## src/rtl/tc_trace_player.sv

```systemverilog
// tc_trace_player: TileLink trace player issuing get/put block acquires with tag checks and latency statistics
module tc_trace_player #(
  parameter int ADDR_W = 26,
  parameter int DATA_W = 64,
  parameter int TAG_W = 4,
  parameter int BEATS = 8,
  parameter int N_XACT = 4,
  parameter int XID_W = 7,
  parameter int MXID_W = 2,
  parameter int CNT_W = 32,
  localparam int BW = $clog2(BEATS),
  localparam int SW = (N_XACT > 1) ? $clog2(N_XACT) : 1
) (
  input  logic                clk,
  input  logic                rstn,
  input  logic                trc_valid,
  output logic                trc_ready,
  input  logic [ADDR_W-1:0]   trc_addr,
  input  logic                trc_write,
  input  logic [TAG_W-1:0]    trc_tag,
  input  logic                trc_chk,
  input  logic                trc_last,
  output logic                acq_valid,
  input  logic                acq_ready,
  output logic [ADDR_W-1:0]   acq_addr_block,
  output logic [XID_W-1:0]    acq_xact_id,
  output logic [BW-1:0]       acq_addr_beat,
  output logic [2:0]          acq_a_type,
  output logic [DATA_W-1:0]   acq_data,
  output logic [TAG_W-1:0]    acq_tag,
  input  logic                gnt_valid,
  output logic                gnt_ready,
  input  logic [XID_W-1:0]    gnt_xact_id,
  input  logic [MXID_W-1:0]   gnt_mxact_id,
  input  logic [BW-1:0]       gnt_addr_beat,
  input  logic [3:0]          gnt_g_type,
  input  logic [TAG_W-1:0]    gnt_tag,
  output logic                fin_valid,
  input  logic                fin_ready,
  output logic [MXID_W-1:0]   fin_mxact_id,
  output logic                busy,
  output logic                done,
  output logic [CNT_W-1:0]    n_done,
  output logic [2*CNT_W-1:0]  lat_sum,
  output logic [CNT_W-1:0]    lat_max,
  output logic [CNT_W-1:0]    err_cnt
);
  typedef enum logic [2:0] {IDLE, GET, PUT, DRAIN, DONE} state_e;
  state_e state_q, state_d;
  logic last_q, last_d;
  logic [CNT_W-1:0] cyc_q, cyc_d;
  logic [N_XACT-1:0] slot_busy_q, slot_busy_d, slot_wr_q, slot_wr_d, slot_chk_q, slot_chk_d;
  logic [N_XACT-1:0][TAG_W-1:0] slot_tag_q, slot_tag_d;
  logic [N_XACT-1:0][CNT_W-1:0] slot_start_q, slot_start_d;
  logic [N_XACT-1:0][BW-1:0] slot_cnt_q, slot_cnt_d;
  logic [ADDR_W-1:0] a_addr_q, a_addr_d;
  logic [SW-1:0] a_id_q, a_id_d;
  logic [BW-1:0] a_beat_q, a_beat_d;
  logic a_wr_q, a_wr_d;
  logic [TAG_W-1:0] a_tag_q, a_tag_d;
  logic fin_v_q, fin_v_d;
  logic [MXID_W-1:0] fin_m_q, fin_m_d;
  logic [CNT_W-1:0] n_done_q, n_done_d, lat_max_q, lat_max_d, err_q, err_d;
  logic [2*CNT_W-1:0] lat_sum_q, lat_sum_d;
  logic free_ok;
  logic [SW-1:0] free_idx, gs;
  logic slot_ok, final_beat, trc_fire, acq_fire, gnt_fire, unused_beat;
  logic [CNT_W-1:0] lat;

  assign trc_ready = state_q == IDLE && free_ok && !last_q;
  assign acq_valid = state_q == GET || state_q == PUT;
  assign gnt_ready = !fin_v_q;
  assign fin_valid = fin_v_q;
  assign fin_mxact_id = fin_m_q;
  assign acq_addr_block = a_addr_q;
  assign acq_xact_id = XID_W'(a_id_q);
  assign acq_addr_beat = a_beat_q;
  assign acq_a_type = a_wr_q ? 3'd3 : 3'd1;
  assign acq_data = DATA_W'({a_addr_q, a_beat_q});
  assign acq_tag = a_tag_q;
  assign busy = |slot_busy_q || acq_valid;
  assign done = state_q == DONE;
  assign n_done = n_done_q;
  assign lat_sum = lat_sum_q;
  assign lat_max = lat_max_q;
  assign err_cnt = err_q;
  assign trc_fire = trc_valid && trc_ready;
  assign acq_fire = acq_valid && acq_ready;
  assign gnt_fire = gnt_valid && gnt_ready;
  assign gs = gnt_xact_id[SW-1:0];
  assign slot_ok = {1'b0, gnt_xact_id} < (XID_W+1)'(N_XACT) && slot_busy_q[gs] &&
                   gnt_g_type == (slot_wr_q[gs] ? 4'd2 : 4'd4);
  assign final_beat = slot_wr_q[gs] || slot_cnt_q[gs] == BW'(BEATS-1);
  assign lat = cyc_q - slot_start_q[gs];
  assign unused_beat = ^gnt_addr_beat;

  // Lowest-index free slot for the next trace entry
  always_comb begin
    free_ok = 1'b0;
    free_idx = '0;
    for (int i = N_XACT-1; i >= 0; i--) begin
      if (!slot_busy_q[i]) begin
        free_ok = 1'b1;
        free_idx = SW'(i);
      end
    end
  end

  // Issue FSM, slot bookkeeping, grant sinking and statistics
  always_comb begin
    state_d = state_q;
    last_d = last_q;
    cyc_d = cyc_q + 1'b1;
    slot_busy_d = slot_busy_q;
    slot_wr_d = slot_wr_q;
    slot_chk_d = slot_chk_q;
    slot_tag_d = slot_tag_q;
    slot_start_d = slot_start_q;
    slot_cnt_d = slot_cnt_q;
    a_addr_d = a_addr_q;
    a_id_d = a_id_q;
    a_beat_d = a_beat_q;
    a_wr_d = a_wr_q;
    a_tag_d = a_tag_q;
    fin_v_d = fin_v_q;
    fin_m_d = fin_m_q;
    n_done_d = n_done_q;
    lat_sum_d = lat_sum_q;
    lat_max_d = lat_max_q;
    err_d = err_q;
    case (state_q)
      IDLE: begin
        if (last_q) state_d = DRAIN;
        else if (trc_fire) begin
          slot_busy_d[free_idx] = 1'b1;
          slot_wr_d[free_idx] = trc_write;
          slot_chk_d[free_idx] = trc_chk;
          slot_tag_d[free_idx] = trc_tag;
          slot_cnt_d[free_idx] = '0;
          a_addr_d = trc_addr;
          a_id_d = free_idx;
          a_beat_d = '0;
          a_wr_d = trc_write;
          a_tag_d = trc_tag;
          last_d = trc_last;
          state_d = trc_write ? PUT : GET;
        end
      end
      GET, PUT: begin
        if (acq_fire) begin
          if (a_beat_q == '0) slot_start_d[a_id_q] = cyc_q;
          if (state_q == GET || a_beat_q == BW'(BEATS-1)) state_d = IDLE;
          else a_beat_d = a_beat_q + 1'b1;
        end
      end
      DRAIN: if (slot_busy_q == '0) state_d = DONE;
      default: ;
    endcase
    if (fin_v_q && fin_ready) fin_v_d = 1'b0;
    if (gnt_fire) begin
      if (!slot_ok) err_d = err_q + 1'b1;
      else begin
        slot_cnt_d[gs] = slot_cnt_q[gs] + 1'b1;
        if (!slot_wr_q[gs] && slot_chk_q[gs] && gnt_tag != slot_tag_q[gs]) err_d = err_q + 1'b1;
        if (final_beat) begin
          slot_busy_d[gs] = 1'b0;
          n_done_d = n_done_q + 1'b1;
          lat_sum_d = lat_sum_q + (2*CNT_W)'(lat);
          lat_max_d = lat > lat_max_q ? lat : lat_max_q;
          fin_v_d = 1'b1;
          fin_m_d = gnt_mxact_id;
        end
      end
    end
  end

  // State registers; reset abandons every outstanding transaction
  always_ff @(posedge clk or negedge rstn) begin
    if (!rstn) begin
      state_q <= IDLE;
      last_q <= 1'b0;
      cyc_q <= '0;
      slot_busy_q <= '0;
      slot_wr_q <= '0;
      slot_chk_q <= '0;
      slot_tag_q <= '0;
      slot_start_q <= '0;
      slot_cnt_q <= '0;
      a_addr_q <= '0;
      a_id_q <= '0;
      a_beat_q <= '0;
      a_wr_q <= 1'b0;
      a_tag_q <= '0;
      fin_v_q <= 1'b0;
      fin_m_q <= '0;
      n_done_q <= '0;
      lat_sum_q <= '0;
      lat_max_q <= '0;
      err_q <= '0;
    end else begin
      state_q <= state_d;
      last_q <= last_d;
      cyc_q <= cyc_d;
      slot_busy_q <= slot_busy_d;
      slot_wr_q <= slot_wr_d;
      slot_chk_q <= slot_chk_d;
      slot_tag_q <= slot_tag_d;
      slot_start_q <= slot_start_d;
      slot_cnt_q <= slot_cnt_d;
      a_addr_q <= a_addr_d;
      a_id_q <= a_id_d;
      a_beat_q <= a_beat_d;
      a_wr_q <= a_wr_d;
      a_tag_q <= a_tag_d;
      fin_v_q <= fin_v_d;
      fin_m_q <= fin_m_d;
      n_done_q <= n_done_d;
      lat_sum_q <= lat_sum_d;
      lat_max_q <= lat_max_d;
      err_q <= err_d;
    end
  end
endmodule

```

## config.mk

```make
export PLATFORM = sky130hd
export DESIGN_NAME = tc_trace_player
export DESIGN_NICKNAME = d
export VERILOG_FILES = /design/src/rtl/tc_trace_player.sv
export SDC_FILE = /design/constraint.sdc
export NUM_CORES = 1
export LEC_CHECK = 0
export CELL_PAD_IN_SITES_DETAIL_PLACEMENT = 1
export CELL_PAD_IN_SITES_GLOBAL_PLACEMENT = 2
export CORE_MARGIN = 4
export CORE_UTILIZATION = 32
export DETAILED_ROUTE_END_ITERATION = 8
export PLACE_DENSITY_LB_ADDON = 0.2
export SLEW_MARGIN = 25
export SYNTH_ARGS = -nofsm -noshare
export SYNTH_HDL_FRONTEND = slang
export SYNTH_SLANG_ARGS = --single-unit
export TNS_END_PERCENT = 50
```

## constraint.sdc

```tcl
create_clock -name clk -period 4.7 [get_ports clk]
set_input_delay 0.705 -clock clk [delete_from_list [all_inputs] [get_ports clk]]
set_output_delay 0.705 -clock clk [all_outputs]
set_load 0.02 [all_outputs]
```

==> results by group, run 1 <==
Outcome
  • Status: complete, but fails checks
  • Failing checks: setup timing

Yosys
  • Post-synthesis cell count: about 2000
  • Top_reg_cell synth: dfrtp_1
  • Mean post-synth cell area: 10.7 um^2
  • Post-synth ARST share: between 90% and 100%
  • Yosys top cell area share: a little under half
  • Largest cells by area after synthesis: dfrtp_1 46%, mux2_2 9.0%, ha_1 5.9%
  • Post-synthesis cell area: around 22000 um^2
  • Cell taking the most area after synthesis: dfrtp_1
  • Seq cells post-synth: 403
  • Number of synthesized flops with an enable pin: 0
  • Seq/Total Area, Yosys: 46.0%
  • Yosys cell types: 74
  • Yosys warns: 0

Setup path
  • CP max FO: 6
  • CP Data Required Time: just over 5000 ps
  • CP Class: flop to flop
  • Crit start category: flop
  • CP Capture Type: flop
  • Crit path arrival time: 5560 ps
  • Register-to-Register Setup Slack: -400 ps

CTS
  • CTS tree: done
  • Worst-path clk slew: 60 ps
  • Hold buffers post-CTS: 0
  • Clock root cell: clkbuf_16
  • Longest Clk Path Bufs: 3
  • Sink Count: ~400
  • Clk_lat worst skew: about 600 ps
  • CTS H-tree depth: 2
  • CTS buffer count: 49

Route
  • Vias/cell: around 5
  • # DRC: 0
  • DR vias: 17200
  • WL final: roughly 66 mm
  • Post-route ant nets: 0
  • DR WL/cell: approximately 19 um
  • Initial drt markers: 652
  • TritonRoute pass-1 iters: 6

Global route
  • GR Overflow Total: 0
  • First-pass GRT wire length: 107 mm
  • Largest net degree at the start of global routing: 100
  • Gr usage total: ~18%
  • Number of global-route vias before repair: about 19000
  • Initial antenna violation count: 1

Floorplanning
  • Die height: 270 um
  • Placeable Area: 67500 um^2
  • # rows: 95
  • Die area: approximately 73000 um^2
  • Starting density of the core: roughly 32%
  • Die Span X: about 270 um
  • IO Pins: ~330

Timing
  • Final Max Slew Viols: 0
  • Setup-failing EPs final: 72
  • Final min period: slightly above 5000 ps
  • Fin Hold WS: approximately 130 ps
  • Final Skew: approximately 37 ps
  • Setup_tns: -21010 ps
  • Fmax: between 150 and 200 MHz
  • Final hold vios: 0
  • Setup WS post-layout: -402 ps
  • Slew HR: between 40% and 50%
  • Slew @ Worst Pin: between 800 and 900 ps
  • RSZ-0062 raised after global routing: true
  • Final worst path period share: 109%

Power
  • Worst VDD drop: between 200 and 250 uV
  • Power Density: between 200 and 300 nW/um^2
  • Total Power: 0.00791 W
  • Leakage power: 14.7 nW

Cells and area
  • Antenna diode count: 0
  • Final cell count without fillers: between 3000 and 4000
  • # fillers: roughly 7200
  • Commonest non-fill, non-tap cells in the layout: 403 x dfrtp_1, 300 x buf_4, 285 x clkdlybuf4s50_1
  • Fraction of layout cells with a size suffix above 1: just under 30%
  • Commonest non-fill, non-tap cell in the layout: dfrtp_1
  • Synth-to-Final Area Change: 40.3%
  • Nets@finish: around 2800

Flow run
  • MaxCap Viol Count: 0

Place
  • Placed instance count: 3386
  • Post-Place Worst Slack: -1420 ps
  • Placed wire-length estimate: between 40 and 50 mm
  • GP Congestion: 0.802
  • Port buffer count: between 200 and 300

Hold path
  • Min-delay worst type: input port to async pin
## worst paths after layout
check	cells after the start	start	end
worst min-delay path	1	rstn	lat_sum[7]
min in group clk	1	err_cnt[31]	err_cnt[31]
worst min register to register	1	err_cnt[31]	err_cnt[31]
max in group asynchronous	2	rstn	cyc_q[21]
worst max-delay path	23	slot_start_q[96]	lat_max[0]
worst max register to register	23	slot_start_q[96]	lat_max[0]
## synth_stat cells (all sizes together) (10+ instances only)
cell type  number
a21o           45
o21ai          81
mux2          179
xor2           67
clkbuf         56
inv           102
dfrtp         403
nor2           64
nor3           33
nand3          72
and2           10
a21oi          76
mux4           41
nor4           15
nand2         260
nor2b          13
and3           35
o21bai         10
nand2b         13
buf            93
and4           13
nand4          33
ha            103
xnor2         118
## layout make-up
cell class                      count  area, um^2  share of cell area (%)
Multi-Input combinational cell   1427       11900                    38.8
Sequential cell                   403       10100                    32.8
Timing Repair Buffer              618        5580                    18.2
Clock buffer                       70        1390                    4.51
Tap cell                          873        1090                    3.55
Inverter                          102         383                    1.25
Clock inverter                     16         270                   0.879
## critical path, cell delays in order, from the launching register on
cell	delay, ps
dfrtp_1	390
mux4_2	520
ha_4	190
fa_2	370
nor2b_4	120
o31a_1	230
o32ai_4	110
o21ai_2	160
buf_4	130
buf_6	90
a31oi_4	90
o211ai_1	180
buf_4	180
a21oi_4	80
xnor2_4	160
ha_1	300
nand4_1	160
or2_4	310
nor3_2	130
nor3_2	80
a221oi_4	340
buf_6	170
clkbuf_16	150
mux2_2	320
## metrics by stage
stage	area (um^2)	util, %
finish	30700	45.5
global route	30700	45.5
CTS	30100	44.6
detailed placement	27700	41.0
global placement	27700	41.0
floorplan	22400	-
## where the power goes
part           internal [W]  switching, W  leakage (nW)
logic              0.000179      0.000270          8.42
registers           0.00351     0.0000571          5.51
clock network       0.00238       0.00152         0.812
total               0.00607       0.00185          14.7
## metal layers
layer | GRT usage, % | vias up | part of all wire (%)
li1 | - | 8144 | -
met1 | 23.3 | 8739 | 45
met2 | 30.9 | 247 | 49
met3 | 3.08 | 87 | 3.4
met4 | 3.94 | 2 | 2.0
met5 | 0 | - | 0.027
## registers in the layout, summed over array words and instances, names as in the netlist, 3 cells and up
register        count
n_done             32
acq_addr_block     26
state_q             3
slot_tag_q         16
err_cnt            32
acq_addr_beat       3
slot_chk_q          4
slot_start_q      128
lat_sum            64
slot_busy_q         4
slot_wr_q           4
lat_max            32
cyc_q              32
slot_cnt_q         12
acq_tag             4
## cell families after synthesis
| family | count (synthesis) | share of synthesized area, % |
|---|---|---|
| buf+inv | 251 | 5.59 |
| compound gates | 287 | 8.34 |
| simple gates | 583 | 12.9 |
| xor+xnor | 185 | 7.39 |
| fa+ha+maj | 105 | 6.06 |
| flops | 403 | 46.0 |
| other cells | 2 | 0.0343 |
| mux | 225 | 13.7 |
## repair_timing
item	CTS	global route
hold endpoints to repair	0	0
pin swaps	56	71
cloned	2	1
buffers inserted	21	20
gates resized for setup	107	96
endpoints found under the setup margin	82	80
Power figures use the tool's default switching activity.
==> run 2, diff against run 1 <==
PLACE_DENSITY_LB_ADDON = 0.1   (was 0.2)
==> results by group, run 2 (synthesis results as in run 1) <==
Route
  • DR vias: 16900 (-2.1%)
  • Vias/cell: 4.83 (-1.5%)
  • TritonRoute pass-1 iters: 4 (-2)
  • Post-route ant nets: 0 (unchanged)
  • DR WL/cell: 19.1 um (+2.0%)
  • Initial drt markers: 541 (-17%)
  • # DRC: 0 (unchanged)
  • WL final: 66.6 mm (+1.3%)

CTS
  • Worst-path clk slew: 60 ps (about the same)
  • CTS buffer count: 51 (+4.1%)
  • CTS tree: done
  • CTS H-tree depth: 2 (unchanged)
  • Clock root cell: clkbuf_16
  • Longest Clk Path Bufs: 3 (unchanged)
  • Hold buffers post-CTS: 0 (unchanged)
  • Sink Count: 403 (unchanged)
  • Clk_lat worst skew: 600 ps (about the same)

Timing
  • Final worst path period share: 109% (about the same)
  • Fin Hold WS: 36.0 ps (-98.5 ps)
  • Setup_tns: -18530 ps (+2480 ps)
  • Fmax: 196 MHz (about the same)
  • Slew @ Worst Pin: 715 ps (-95.7 ps)
  • Final min period: 5100 ps (-0.556 ps)
  • Setup-failing EPs final: 69 (-4.2%)
  • Final Max Slew Viols: 0 (unchanged)
  • Final hold vios: 0 (unchanged)
  • Final Skew: 30.2 ps (-7.02 ps)
  • RSZ-0062 raised after global routing: true
  • Setup WS post-layout: -401 ps (+0.556 ps)
  • Slew HR: 51.9% (+5.9 points)

Power
  • Part of the power in registers: 44.6% (-0.5 points)
  • Total Power: 0.00801 W (+1.3%)
  • Comb pwr share: 5.6% (about the same)
  • Worst VDD drop: 206 uV (-3.1%)
  • Clock power share: 49.8% (+0.6 points)
  • Pint: 0.00612 W (+0.96%)
  • Sw Ratio: 23.6% (+0.24 points)
  • Power Density: 265 nW/um^2 (+2.9%)
  • Leakage power: 14.5 nW (-1.7%)
  • Sw Pwr: 0.00189 W (+2.3%)

Outcome
  • Status: complete, but fails checks
  • Failing checks: setup timing

Floorplanning
  • Die area: 72700 um^2 (unchanged)
  • # rows: 95 (unchanged)
  • Starting density of the core: 32.5% (unchanged)
  • Placeable Area: 67500 um^2 (unchanged)
  • Die height: 270 um (unchanged)
  • IO Pins: 334 (unchanged)
  • Die Span X: 270 um (unchanged)

Cells and area
  • Commonest non-fill, non-tap cells in the layout: 403 x dfrtp_1, 285 x clkdlybuf4s50_1, 280 x buf_4
  • Fraction of layout cells with a size suffix above 1: 27.8% (-1.8 points)
  • Antenna diode count: 0 (unchanged)
  • Max FFs per register: 128 (unchanged)
  • Finished Core Util: 44.8% (-0.70 points)
  • Synth-to-Final Area Change: 38.1%
  • Nets@finish: 2739 (-0.94%)
  • Largest Register: slot_start_q
  • Commonest non-fill, non-tap cell in the layout: dfrtp_1

Global route
  • Largest net degree at the start of global routing: 114 (+14%)
  • GR Overflow Total: 0 (unchanged)
  • Gr usage total: 18.1% (+0.31 points)
  • Number of global-route vias before repair: 18600 (-2.2%)
  • Initial antenna violation count: 0 (-1)
  • First-pass GRT wire length: 107 mm (+0.25%)

Setup path
  • CP Class: flop to flop
  • CP max FO: 5 (-1)
  • CP Capture Type: flop
  • Crit path arrival time: 5560 ps (about the same)
  • Crit start category: flop
  • CP Data Required Time: 5160 ps (about the same)

Flow run
  • MaxCap Viol Count: 0 (unchanged)

Hold path
  • Min-delay worst type: input port to async pin

Place
  • Placed wire-length estimate: 49.5 mm (+3.0%)
  • Post-Place Worst Slack: -1230 ps (+191 ps)
  • GP Congestion: 0.823 (+2.6%)
  • Port buffer count: 288 (unchanged)
## run 2: cell count changes in the layout (fill, tap and decap cells not counted), sizes merged
cell / previous run / this run
buf: 332 / 304
bufinv: 6 / 5
clkbuf: 71 / 73
clkinv: 9 / 11
clkinvlp: 0 / 1
inv: 103 / 104
## run 2: path summary, 6_finish.rpt
check | endpoint | slack, ps | from | cells after the start
max in group asynchronous | acq_tag[0] | 3380 | rstn | 3
worst max-delay path | lat_max[7] | -400 | slot_start_q[96] | 21
worst max register to register | lat_max[7] | -400 | slot_start_q[96] | 21
min in group clk | err_cnt[31] | 470 | err_cnt[31] | 1
worst min-delay path | lat_sum[5] | 40 | rstn | 1
worst min register to register | err_cnt[31] | 470 | err_cnt[31] | 1
## run 2: power by group through the flow
stage               Sequential, W  Combinational (W)  Clock [W]
floorplan                 0.00365           0.000201          0
global placement          0.00363           0.000450          0
detailed placement        0.00364           0.000457          0
CTS                       0.00358           0.000460    0.00414
global route              0.00358           0.000495    0.00429
finish                    0.00358           0.000451    0.00399
## run 2: final cells by class
cell class / count / area [um^2]
fill: 7273 / 37300
multi-input combinational: 1427 / 11600
sequential: 403 / 10100
timing repair buffer: 590 / 5380
clock buffer: 72 / 1460
tap: 873 / 1090
inverter: 102 / 383
clock inverter: 19 / 259
## run 2: worst max-delay path, stage by stage, from the launching register on
cell       delay (ps)
dfrtp_1           390
mux4_2            510
ha_4              190
fa_2              350
nor2b_2           150
o31a_1            220
o32ai_4           120
o21ai_2           180
buf_4             140
a41oi_4           110
or4_4             440
nand4b_1          150
xor2_2            100
ha_1              300
nand4_1           150
buf_4             190
nor4_4            180
nand2_2           110
a221oi_4          350
buf_12            170
clkbuf_16         150
mux2_2            330
## run 2: metal layers
| layer | vias to the layer above | part of all wire (%) | track usage [%] |
|---|---|---|---|
| met5 | - | 0 | 0 |
| met4 | 0 | 1.7 | 3.73 |
| met3 | 68 | 2.8 | 2.60 |
| met2 | 210 | 50 | 31.7 |
| met1 | 8489 | 46 | 23.9 |
| li1 | 8087 | - | - |
## run 2: per-stage QoR
step / std cells / instance area, um^2
finish: 3486 / 30300
global route: 3486 / 30300
floorplan: 2081 / 22400
global placement: 3375 / 27600
CTS: 3481 / 29900
detailed placement: 3375 / 27600
## run 2: repair_timing
action	in CTS	in global routing
resized for setup	75	46
cloned	1	1
pin swaps	20	19
setup endpoints to repair	75	77
buffers inserted	14	4
